==> src/rtl/ifu_prefetch.sv <==
`default_nettype none
// =============================================================================
// Module   : ifu_prefetch
// Brief    : RV32IC fetch unit with a word prefetch queue that reassembles
//            16/32-bit instructions at any halfword alignment.
// Revision : 1.0 - initial release
// =============================================================================
module ifu_prefetch #(
  parameter int            AW       = 32,
  parameter int            DEPTH    = 4,
  parameter logic [AW-1:0] RESET_PC = '0
) (
  input  logic          clk,
  input  logic          rst,
  input  logic          start,
  input  logic          jump,
  input  logic [AW-1:0] jump_op1,
  input  logic [AW-1:0] jump_op2,
  output logic          mem_cs,
  output logic [AW-1:0] mem_addr,
  input  logic [31:0]   mem_rdata,
  output logic          insr_valid,
  input  logic          insr_ready,
  output logic [31:0]   insr,
  output logic [AW-1:0] insr_pc,
  output logic          insr_is16
);

  localparam int            PW      = $clog2(DEPTH);
  localparam int            CW      = PW + 1;
  localparam logic [CW-1:0] c_depth = CW'(DEPTH);

  typedef enum logic [0:0] {
    S_IDLE = 1'b0,
    S_RUN  = 1'b1
  } state_t;

  state_t        r_state;
  logic [AW-3:0] r_faddr;
  logic [31:0]   r_q [DEPTH];
  logic [PW-1:0] r_head;
  logic [PW-1:0] r_tail;
  logic [CW-1:0] r_count;
  logic          r_off;
  logic          r_resp;   // read issued last cycle returns now and is wanted
  logic [AW-1:0] r_pc;

  logic          w_run;
  logic          w_issue;
  logic          w_is16;
  logic          w_need2;
  logic          w_valid;
  logic          w_hs;
  logic          w_pop;
  logic          w_jmp;
  logic [PW-1:0] w_head1;
  logic [31:0]   w_word0;
  logic [31:0]   w_word1;
  logic [15:0]   w_hw;
  logic [31:0]   w_insr;
  logic [AW-1:0] w_sum;
  logic [AW-1:0] w_target;

  assign w_run    = (r_state == S_RUN);
  // Credit counts the returning word so the queue can never overflow.
  assign w_issue  = w_run && ((r_count + CW'(r_resp)) < c_depth);
  assign w_jmp    = w_run && jump;

  assign w_head1  = r_head + PW'(1);
  assign w_word0  = r_q[r_head];
  assign w_word1  = r_q[w_head1];
  assign w_hw     = r_off ? w_word0[31:16] : w_word0[15:0];
  assign w_is16   = (w_hw[1:0] != 2'b11);
  assign w_need2  = !w_is16 && r_off;
  assign w_valid  = w_run && (w_need2 ? (r_count >= CW'(2)) : (r_count != '0));
  assign w_hs     = w_valid && insr_ready;
  // A 16-bit instruction in the low half leaves the word for its neighbour.
  assign w_pop    = w_hs && !(w_is16 && !r_off);

  assign w_sum    = jump_op1 + jump_op2;
  assign w_target = w_sum & ~AW'(1);

  always_comb begin
    w_insr = '0;
    if (w_valid) begin
      if (w_is16)
        w_insr = {16'h0000, w_hw};
      else if (r_off)
        w_insr = {w_word1[15:0], w_word0[31:16]};
      else
        w_insr = w_word0;
    end
  end

  always_ff @(posedge clk) begin
    if (rst) begin
      r_state <= S_IDLE;
      r_faddr <= RESET_PC[AW-1:2];
      r_head  <= '0;
      r_tail  <= '0;
      r_count <= '0;
      r_off   <= RESET_PC[1];
      r_resp  <= 1'b0;
      r_pc    <= RESET_PC;
    end else begin
      if (r_state == S_IDLE && start)
        r_state <= S_RUN;

      r_resp <= w_issue;
      if (w_issue)
        r_faddr <= r_faddr + (AW-2)'(1);

      if (w_jmp) begin
        // Flush; the read issued this cycle returns next cycle and is ignored.
        r_faddr <= w_target[AW-1:2];
        r_off   <= w_target[1];
        r_pc    <= w_target;
        r_head  <= '0;
        r_tail  <= '0;
        r_count <= '0;
        r_resp  <= 1'b0;
      end else begin
        if (r_resp) begin
          r_q[r_tail] <= mem_rdata;
          r_tail      <= r_tail + PW'(1);
        end
        if (w_hs) begin
          r_pc <= r_pc + (w_is16 ? AW'(2) : AW'(4));
          if (w_is16)
            r_off <= ~r_off;
        end
        if (w_pop)
          r_head <= w_head1;
        r_count <= r_count + CW'(r_resp) - CW'(w_pop);
      end
    end
  end

  assign mem_cs     = w_issue;
  assign mem_addr   = {2'b00, r_faddr};
  assign insr_valid = w_valid;
  assign insr       = w_insr;
  assign insr_pc    = r_pc;
  assign insr_is16  = w_valid && w_is16;

endmodule
`default_nettype wire

==> config.mk <==
export PLATFORM = sky130hd
export DESIGN_NAME = ifu_prefetch
export DESIGN_NICKNAME = d
export VERILOG_FILES = /design/src/rtl/ifu_prefetch.sv
export SDC_FILE = /design/constraint.sdc
export NUM_CORES = 1
export LEC_CHECK = 0
export CAP_MARGIN = 20
export CORE_ASPECT_RATIO = 1.75
export CORE_MARGIN = 1.5
export CORE_UTILIZATION = 30
export DETAILED_ROUTE_END_ITERATION = 8
export PLACE_DENSITY_LB_ADDON = 0.05
export RECOVER_POWER = 25
export SLEW_MARGIN = 20
export SYNTH_ARGS = -nofsm -noshare
export SYNTH_HDL_FRONTEND = slang
export SYNTH_SLANG_ARGS = --single-unit
==> constraint.sdc <==
create_clock -name clk -period 2.9 [get_ports clk]
set_input_delay 0.29 -clock clk [delete_from_list [all_inputs] [get_ports clk]]
set_output_delay 0.29 -clock clk [all_outputs]
set_load 0.02 [all_outputs]
==> summary.md, run 1 <==
| Metric | Value |
|---|---|
| Outcome | complete, no violations |
| Overall routing resource usage | 0.208 |
| RSZ-0062 raised after global routing | true |
| Worst path required time | about 2.6 ns |
| CTS Buffer Depth | 3 |
| Reg clk slew, reported paths | roughly 0.08 ns |
| Final Cell Area | 15800 um^2 |
| Final nets | around 1.5k |
| Placed Instances | between 1.5k and 2k |
| Most common cell after layout, fill and taps aside | buf_4 |
| Crit-path max FO | 7 |
| CTS buffer count | 22 |
| Residual DRC | 0 |
| Area Overhead vs Synth | 40.7% |
| Synthesis Warnings | 0 |
| Fmax achieved | 0.350 GHz |
| R2R Path End | insr_pc[19]$_SDFFE_PP0P_ |
| Final hold slack | roughly 0.32 ns |
| Critical Path Source Type | flop |
| Worst reg-to-reg setup slack | 0.15 ns |
| Drt pass-1 iters | 5 |
| EDFF count, synth | roughly 130 |
| ANT nets after route | 0 |
| Gp weighted congestion | ~0.83 |
| Initial antenna violation count | 2 |
| Final-report hold violation count | 0 |
| Ant diodes | 0 |
| Worst-Margin Slew | just over 0.7 ns |
| Detailed placer's ending HPWL | between 30000 and 40000 um |
| Final Slew Violations | 0 |
| Max-slew headroom | 0.523 |
| Vias per inst | roughly 5.2 |
| Max-cap violations | 0 |
| Total core area | 36800 um^2 |
| WS Path Type | flop to output pin |
| Final Util | 0.429 |
| WL/cell | ~22 um |
| Clock sinks | between 200 and 250 |
| Clk_skew | 0.0484 ns |
| Fill cells | between 3k and 4k |
| GRT Residual Overflow | 0 |
| Worst-Skew Late Latency | around 0.55 ns |
| Area contributors post-synth | edfxtp_1 34%, dfxtp_1 13%, mux4_2 9.7% |
| Post-Syn Area | ~11000 um^2 |
| Max IR drop VDD | around 0.45 mV |
| Hold_buf cts | 0 |
| Sequential-to-total area share from yosys stat | 0.474 |
| IO Pins | 200 |
| Vias in the first global route | 10.3k |
| Synth Instances | around 1.0k |
| Yosys cell types | between 80 and 90 |
| Setup violations, final | 0 |
| Cell area after placement | 14700 um^2 |
| Top-area cell type share of the netlist area | 0.343 |
| CP endpoint | insr[22] |
| Vias | 9609 |
| Yosys reg bits | around 200 |
| Proportion of layout cells with a drive suffix above 1 | 0.251 |
| Initial Util | 0.305 |
| Worst setup EP type | output pin |
| Setup TNS Final | 0 ns |
| Worst Hold Class | input pin to flop |
| Syn_area_per_cell | approximately 11 um^2 |
| Final period util | 0.985 |
| Predominant post-synthesis flop cell | edfxtp_1 |
| Cell Pwr Density | 481 nW/um^2 |
| IO Port Bufs | just under 200 |
| Iter 0 DRT Violations | approximately 450 |
| WHS Path Cells | 4 |
| Total Wirelength | 40200 um |
| Die area | between 30000 and 40000 um^2 |
| Final min period | 2.86 ns |
| CTS root buffer | clkbuf_16 |
| Synth area leader | edfxtp_1 |
| Critical Path AT | around 2.6 ns |
| Leak Pwr | between 5 and 6 nW |
| CTS H-tree depth | 1 |
| Most frequent cells in the layout | 144 x buf_4, 134 x clkdlybuf4s50_1, 131 x nand2_1 |
| Largest net degree at the start of global routing | 58 |
| Finished Layout Cells | 1842 |
| Die Span Y | ~260 um |
| Worst reg-to-reg path cell count | 15 |
| # rows | between 90 and 100 |
| Die width | between 100 and 150 um |
| Global-route wire length before repair | around 60000 um |
| Ys async rst share | 0 |
| CTS tree | done |
==> critical path, cell delays in order, from the launching register on <==
cell	delay, ns
dfxtp_4	0.40
mux4_2	0.55
buf_6	0.15
a31oi_4	0.19
o31ai_4	0.09
inv_2	0.10
nand2_4	0.08
clkbuf_16	0.19
a21oi_2	0.14
buf_6	0.13
==> state kept, by name (all words and copies together) (netlist names), named ones only <==
register	count
r_q	128
r_tail	2
insr_pc	31
r_state	1
r_resp	1
r_off	1
r_count	3
r_head	2
r_faddr	30
==> synth_stat cells, types with 3 or more instances <==
cell type and count:
nand2_1 133, edfxtp_1 128, a21oi_1 101, dfxtp_1 73
nor2_1 70, mux4_2 48, ha_1 41, clkbuf_1 33
xnor2_1 33, nand3_1 32, o21ai_0 30, xor2_1 29
a211oi_1 23, nor3_1 23, a21o_1 21, and3_1 21
inv_1 19, nand4_1 16, and2_1 9, o21a_1 7
a21boi_0 6, a31oi_1 6, buf_1 6, o31ai_1 6
and4_1 5, buf_2 5, a2111oi_0 4, a211o_1 4
a22oi_1 4, a31o_2 4, buf_4 4, nand2b_1 4
o21bai_1 4, and3_2 3, clkbuf_8 3, mux2i_1 3
nor4_1 3, o21ai_1 3
==> report_power, final <==
group	internal (mW)	switching, mW
combinational	0.641	0.736
sequential	3.09	0.0671
clock	1.78	1.27
total	5.51	2.07
==> worst min-delay path by stage <==
stage | start | end | slack, ns
global placement | insr_pc[15]$_SDFFE_PP0P_ | insr_pc[15]$_SDFFE_PP0P_ | 0.51
finish | rst | insr_pc[28]$_SDFFE_PP0P_ | 0.32
CTS | rst | insr_pc[28]$_SDFFE_PP0P_ | 0.28
global route | rst | insr_pc[28]$_SDFFE_PP0P_ | 0.30
detailed placement | insr_pc[1]$_SDFFE_PP0P_ | insr_pc[1]$_SDFFE_PP0P_ | 0.51
floorplan | jump | r_resp$_SDFF_PP0_ | 0.37
==> per-layer routing <==
metal,share of wire,up-vias,track usage
met2,0.58,259,0.423
met5,0.00032,-,0
met4,0.047,2,0.0998
li1,-,4530,-
met3,0.039,92,0.0238
met1,0.34,4726,0.200
==> repair_timing <==
action	in CTS	in global routing
setup buffers	4	3
endpoints found under the setup margin	49	47
pin swaps	2	4
resized for setup	145	73
gates cloned	0	1
==> cells by family after synthesis <==
group                    count (synthesis)  share of synthesized area
AND/OR/NAND/NOR                        332                      0.137
other                                    1                   0.000335
adder cells (fa/ha/maj)                 42                     0.0476
buffers and inverters                   74                     0.0326
AO/OA/AOI/OAI                          265                      0.161
XOR/XNOR                                62                     0.0485
multiplexers                            51                     0.0992
flip-flops                             201                      0.474
==> metrics by stage <==
stage          setup WS, ns  total power [mW]
4_1_cts             0.00158              7.69
2_1_floorplan         0.180              3.84
6_report             0.0423              7.59
5_1_grt             -0.0553              7.90
3_3_place_gp         -0.364              4.59
3_5_place_dp         -0.387              4.59
==> area by class of cell <==
class	count	area (um^2)	share of cell area
Clock inverter	16	219	0.0139
Clock buffer	24	558	0.0354
Multi-Input combinational cell	755	5820	0.370
Timing Repair Buffer	350	3170	0.201
Tap cell	475	594	0.0377
Inverter	21	81.3	0.00516
Sequential cell	201	5310	0.337
(Power assumes the default switching activity.)
==> run 2, diff against run 1 <==
--- a/config.mk
+++ b/config.mk
@@ -7,7 +7,6 @@
 export LEC_CHECK = 0
 export CAP_MARGIN = 20
 export CORE_ASPECT_RATIO = 1.75
-export CORE_MARGIN = 1.5
 export CORE_UTILIZATION = 30
 export DETAILED_ROUTE_END_ITERATION = 8
 export PLACE_DENSITY_LB_ADDON = 0.05
==> summary.md, run 2 (synthesis gave the netlist of run 1 again) <==
| Metric | Value |
|---|---|
| RSZ-0062 raised after global routing | true |
| Clk_skew | 0.0328 ns (-0.0156 ns) |
| Worst reg-to-reg setup slack | 0.1 ns (-0.05 ns) |
| Worst setup EP type | output pin |
| Initial antenna violation count | 1 (-1) |
| Total Wirelength | 39500 um (-1.6%) |
| Worst Hold Class | input pin to flop |
| Crit-path max FO | 14 (+7) |
| Max-cap violations | 0 (unchanged) |
| Psw | 1.99 mW (-4.1%) |
| Hold_buf cts | 0 (unchanged) |
| Area Overhead vs Synth | 38.6% |
| CTS root buffer | clkbuf_16 |
| Final period util | 0.967 (-0.0186) |
| Multi-input logic area | 5700 um^2 (-2.1%) |
| Finished Layout Cells | 1831 (-0.60%) |
| Biggest register | r_q |
| Largest net degree at the start of global routing | 58 (unchanged) |
| Reg clk slew, reported paths | 0.06 ns (-0.02 ns) |
| Outcome | complete, no violations |
| Die area | 38100 um^2 (-1.1%) |
| Detailed placer's ending HPWL | 29800 um (-0.76%) |
| Cell Pwr Density | 480 nW/um^2 (-0.24%) |
| Worst-Margin Slew | 0.714 ns (-0.00130 ns) |
| Combinational share of power | 0.180 (about the same) |
| CTS Buffer Depth | 3 (unchanged) |
| IO Pins | 200 (unchanged) |
| CTS tree | done |
| Worst reg-to-reg path cell count | 14 (-1) |
| Die width | 148 um (-0.67%) |
| Overall routing resource usage | 0.210 (+0.00179) |
| CP cell instances | mux4_2 -> a31oi_4 -> o31ai_4 -> inv_2 -> nand2_1 -> buf_12 -> a21oi_1 -> buf_4 |
| Setup violations, final | 0 (unchanged) |
| Leak Pwr | 5.59 nW (-2.2%) |
| Reg area | 5310 um^2 (unchanged) |
| Vias | 9492 (-1.2%) |
| Vias per inst | 5.18 (-0.62%) |
| Final Slew Violations | 0 (unchanged) |
| Tot Pwr | 7.46 mW (-1.7%) |
| CTS H-tree depth | 1 (unchanged) |
| Drt pass-1 iters | 5 (unchanged) |
| Slowest stage delay, CP | 0.58 ns (+0.03 ns) |
| Placed Instances | 1787 (-0.39%) |
| Fmax achieved | 0.357 GHz (+1.9%) |
| Total core area | 36800 um^2 (unchanged) |
| Most frequent cells in the layout | 151 x buf_4, 133 x clkdlybuf4s50_1, 132 x nand2_1 |
| Max IR drop VDD | 0.472 mV (+4.6%) |
| WHS Path Cells | 3 (-1) |
| ANT nets after route | 0 (unchanged) |
| Most common cell after layout, fill and taps aside | buf_4 |
| Worst-Skew Late Latency | 0.54 ns (about the same) |
| Worst path required time | 2.61 ns (about the same) |
| # rows | 93 (unchanged) |
| Fill cells | 3700 (+2.2%) |
| R2R Path End | insr_pc[15]$_SDFFE_PP0P_ |
| Critical Path AT | 2.51 ns (-0.06 ns) |
| Gp weighted congestion | 0.842 (+1.2%) |
| Switching share of power | 0.267 (-0.00671) |
| Proportion of layout cells with a drive suffix above 1 | 0.237 (-0.0142) |
| Final-report hold violation count | 0 (unchanged) |
| Vias in the first global route | 10.2k (-1.4%) |
| Clk network pwr share | 0.396 (-0.006) |
| Hold_sp | rst |
| Int Pwr | 5.47 mW (-0.81%) |
| Global-route wire length before repair | 59700 um (-1.1%) |
| Final min period | 2.80 ns (-0.0540 ns) |
| WL/cell | 21.6 um (-0.96%) |
| Initial Util | 0.305 (unchanged) |
| Max-slew headroom | 0.524 (+0.000869) |
| Residual DRC | 0 (unchanged) |
| GRT Residual Overflow | 0 (unchanged) |
| CTS buffer count | 22 (unchanged) |
| Hold path endpoint | insr_pc[28]$_SDFFE_PP0P_ |
| Sequential Power Share | 0.424 (+0.008) |
| Worst path slowest cell | mux4_2 |
| Critical Path Source Type | flop |
| Ant diodes | 0 (unchanged) |
| Max reg flops | 128 (unchanged) |
| Clock sinks | 201 (unchanged) |
| Die Span Y | 258 um (-0.39%) |
| Final nets | 1485 (-0.60%) |
| Iter 0 DRT Violations | 388 (-13%) |
| IO Port Bufs | 196 (unchanged) |
| WS Path Type | flop to output pin |
-- run 2: power groups by stage --
stage	clock, mW	combinational [mW]	sequential [mW]
floorplan	0	0.590	3.25
global placement	0	1.34	3.22
detailed placement	0	1.35	3.22
CTS	3.04	1.36	3.16
global route	3.15	1.45	3.17
finish	2.95	1.34	3.16
-- run 2: repair_timing --
item,CTS,global route
gates resized for setup,137,37
buffers inserted,5,1
endpoints found under the setup margin,53,48
pin swaps,2,5
-- run 2: worst max-delay path: cells and delay by family (launching register included) --
family          cells  cell delay [ns]
mux                 1             0.58
compound gates      3             0.47
buf+inv             3             0.43
flops               1             0.38
simple gates        1             0.10
-- run 2: area by class of cell --
class | instances | area share
sequential | 201 | 0.342
multi-input combinational | 755 | 0.367
clock buffer | 26 | 0.0364
timing repair buffer | 341 | 0.200
clock inverter | 12 | 0.0110
tap | 475 | 0.0383
inverter | 21 | 0.00524
-- run 2: worst max-delay path by stage --
stage | end | slack, ns | cells after the start
after floorplan | insr_pc[25]$_SDFFE_PP0P_ | 0.18 | 13
after global placement | insr_pc[24]$_SDFFE_PP0P_ | -0.31 | 10
after detailed placement | insr_pc[24]$_SDFFE_PP0P_ | -0.33 | 10
after CTS | insr_pc[25]$_SDFFE_PP0P_ | -0.02 | 13
after global routing | insr_pc[19]$_SDFFE_PP0P_ | -0.03 | 15
final | insr[28] | 0.1 | 8
-- run 2: per-stage QoR --
| step | hold WS, ns | util | setup TNS, ns | worst slack [ns] | cell area [um^2] |
|---|---|---|---|---|---|
| finish | 0.229 | 0.422 | 0 | 0.0963 | 15500 |
| global route | 0.242 | 0.422 | -0.0455 | -0.0262 | 15500 |
| CTS | 0.220 | 0.419 | -0.0183 | -0.0182 | 15400 |
| detailed placement | 0.496 | 0.398 | -6.42 | -0.333 | 14600 |
| global placement | 0.485 | 0.398 | -5.67 | -0.312 | 14600 |
| floorplan | 0.369 | - | 0 | 0.180 | 11200 |
-- run 2: metal layers --
| metal | vias to the layer above | wire length, um | GRT usage |
|---|---|---|---|
| met5 | - | 11 | 0 |
| met4 | 2 | 1980 | 0.111 |
| met3 | 74 | 1420 | 0.0223 |
| met2 | 253 | 22800 | 0.427 |
| met1 | 4659 | 13400 | 0.199 |
| li1 | 4504 | - | - |
==> run 3, diff against run 2 <==
==> constraint.sdc (replaced) <==
create_clock -name clk -period 2.4 [get_ports clk]
set_input_delay 0.24 -clock clk [delete_from_list [all_inputs] [get_ports clk]]
set_output_delay 0.24 -clock clk [all_outputs]
set_load 0.02 [all_outputs]
==> summary.md, run 3 (synthesis gave the netlist of run 1 again) <==
| Metric | Value |
|---|---|
| Total core area | 36800 um^2 (unchanged) |
| CP cell instances | mux4_2 -> buf_4 -> a31oi_4 -> o31ai_4 -> inv_2 -> nand2_8 -> buf_16 -> a21oi_4 -> buf_6 |
| Initial antenna violation count | 3 (+2) |
| Worst-Margin Slew | 0.737 ns (+0.0225 ns) |
| Worst path required time | 2.16 ns (-0.45 ns) |
| CTS tree | done |
| Fmax achieved | 0.356 GHz |
| Crit-path max FO | 5 (-9) |
| GRT Residual Overflow | 0 (unchanged) |
| Drt pass-1 iters | 5 (unchanged) |
| RSZ-0062 raised after global routing | true |
| Biggest register | r_q |
| Max reg flops | 128 (unchanged) |
| Leak Pwr | 6.27 nW (+12%) |
| Failing checks | setup timing |
| Cell Pwr Density | 520 nW/um^2 (+8.4%) |
| Setup TNS Final | -18.87 ns (-18.87 ns) |
| CTS buffer count | 22 (unchanged) |
| Max-cap violations | 0 (unchanged) |
| Most common cell after layout, fill and taps aside | buf_4 |
| Area Overhead vs Synth | 49.6% |
| Final-report hold violation count | 0 (unchanged) |
| Final Util | 0.456 (+0.0336) |
| IO Pins | 200 (unchanged) |
| ANT nets after route | 0 (unchanged) |
| Final hold slack | 0.351 ns (+0.122 ns) |
| Total Wirelength | 37900 um (-4.1%) |
| Proportion of layout cells with a drive suffix above 1 | 0.323 (+0.0866) |
| Die width | 148 um (unchanged) |
| Setup violations, final | 70 (+70) |
| Max IR drop VDD | 0.470 mV (-0.51%) |
| Final Cell Area | 16800 um^2 (+8.0%) |
| Critical Path AT | 2.57 ns (+0.06 ns) |
| Final nets | 1554 (+4.6%) |
| # rows | 93 (unchanged) |
| WL/cell | 19.9 um (-7.6%) |
| Outcome | complete, but fails checks |
| Die Span Y | 258 um (unchanged) |
| Vias | 9726 (+2.5%) |
| Worst-Skew Late Latency | 0.52 ns (-0.02 ns) |
| Clock sinks | 201 (unchanged) |
| Gp weighted congestion | 0.803 (-4.7%) |
| Die area | 38100 um^2 (unchanged) |
| Vias in the first global route | 10.2k (+0.030%) |
| CTS H-tree depth | 1 (unchanged) |
| Initial Util | 0.305 (unchanged) |
| Clk_skew | 0.0131 ns (-0.0197 ns) |
| CTS root buffer | clkbuf_16 |
| Reg clk slew, reported paths | 0.06 ns (about the same) |
| Residual DRC | 0 (unchanged) |
| Final min period | roughly 2.8 ns |
| Vias per inst | 5.11 (-1.4%) |
| CTS Buffer Depth | 3 (unchanged) |
| Iter 0 DRT Violations | 318 (-18%) |
| Worst Hold Class | input pin to flop |
| Worst setup EP type | output pin |
| Tot Pwr | 8.72 mW (+17%) |
| Max-slew headroom | 0.509 (-0.0150) |
| Cell area after placement | 15000 um^2 (+2.9%) |
| Worst path slowest cell | mux4_2 |
| CP bufs+invs | 4 (+1) |
| WS Path Type | flop to output pin |
| Final Slew Violations | 0 (unchanged) |
| Global-route wire length before repair | 57400 um (-3.9%) |
| Most frequent cells in the layout | 201 x buf_4, 128 x edfxtp_1, 125 x nand2_1 |
| CP top delay family | buffers and inverters |
| Final period util | 1.17 |
| IO Port Bufs | 196 (unchanged) |
| Detailed placer's ending HPWL | 28200 um (-5.4%) |
| Critical Path Source Type | flop |
| Setup ws final | -0.406 ns (-0.502 ns) |
| Overall routing resource usage | 0.198 (-0.0113) |
| Slowest stage delay, CP | 0.56 ns (-0.02 ns) |
| Hold_buf cts | 0 (unchanged) |
| Largest net degree at the start of global routing | 58 (unchanged) |
-- run 3: cell count changes in the layout (fill, tap and decap cells not counted), sizes merged, moves of 4 or more --
cell / delta
buf: +86
bufinv: -4
clkbuf: +7
clkdlybuf4s15: -12
clkdlybuf4s50: -19
dlymetal6s2s: +20
-- run 3: what timing repair did --
item                                    4_1_cts  5_1_grt
gates cloned                                  1        0
resized for setup                           263      106
setup buffers                                12       23
endpoints found under the setup margin       79       84
pin swaps                                    25       47
-- run 3: through the flow --
stage,cells,setup WS [ns]
after floorplan,1030,-0.161
after global placement,1828,-0.734
after global routing,1902,-0.499
final,1902,-0.406
after CTS,1879,-0.359
after detailed placement,1828,-0.763
-- run 3: worst min-delay path, delay by kind of cell --
kind	cells	cell delay, ns
buffers and inverters	2	0.28
AND/OR/NAND/NOR	1	0.11
AO/OA/AOI/OAI	1	0.18
-- run 3: cell type report --
cell class	count	area, um^2
Fill cell	3625	20000
Inverter	21	82.6
Clock buffer	34	627
Sequential cell	201	5310
Clock inverter	5	27.5
Antenna cell	1	2.50
Timing Repair Buffer	410	3810
Tap cell	475	594
Multi-Input combinational cell	755	6300
-- run 3: power by group --
part	switching [mW]	internal, mW
clock network	1.38	1.79
logic	0.874	0.868
registers	0.0698	3.74
total	2.33	6.40
-- run 3: final timing paths --
kind,startpoint,end,slack [ns],cells after the start
worst min-delay path,rst,insr_pc[28]$_SDFFE_PP0P_,0.35,4
worst min register to register,insr_pc[5]$_SDFFE_PP0P_,insr_pc[5]$_SDFFE_PP0P_,0.54,2
worst max-delay path,flop,insr[30],-0.41,9
worst max register to register,flop,insr_pc[12]$_SDFFE_PP0P_,-0.35,16
-- run 3: metal layers --
metal / GRT usage / wire, um / up-vias
li1: - / - / 4640
met1: 0.205 / 13500 / 4787
met2: 0.398 / 21600 / 232
met3: 0.0223 / 1530 / 65
met4: 0.0730 / 1230 / 2
met5: 0 / 11 / -
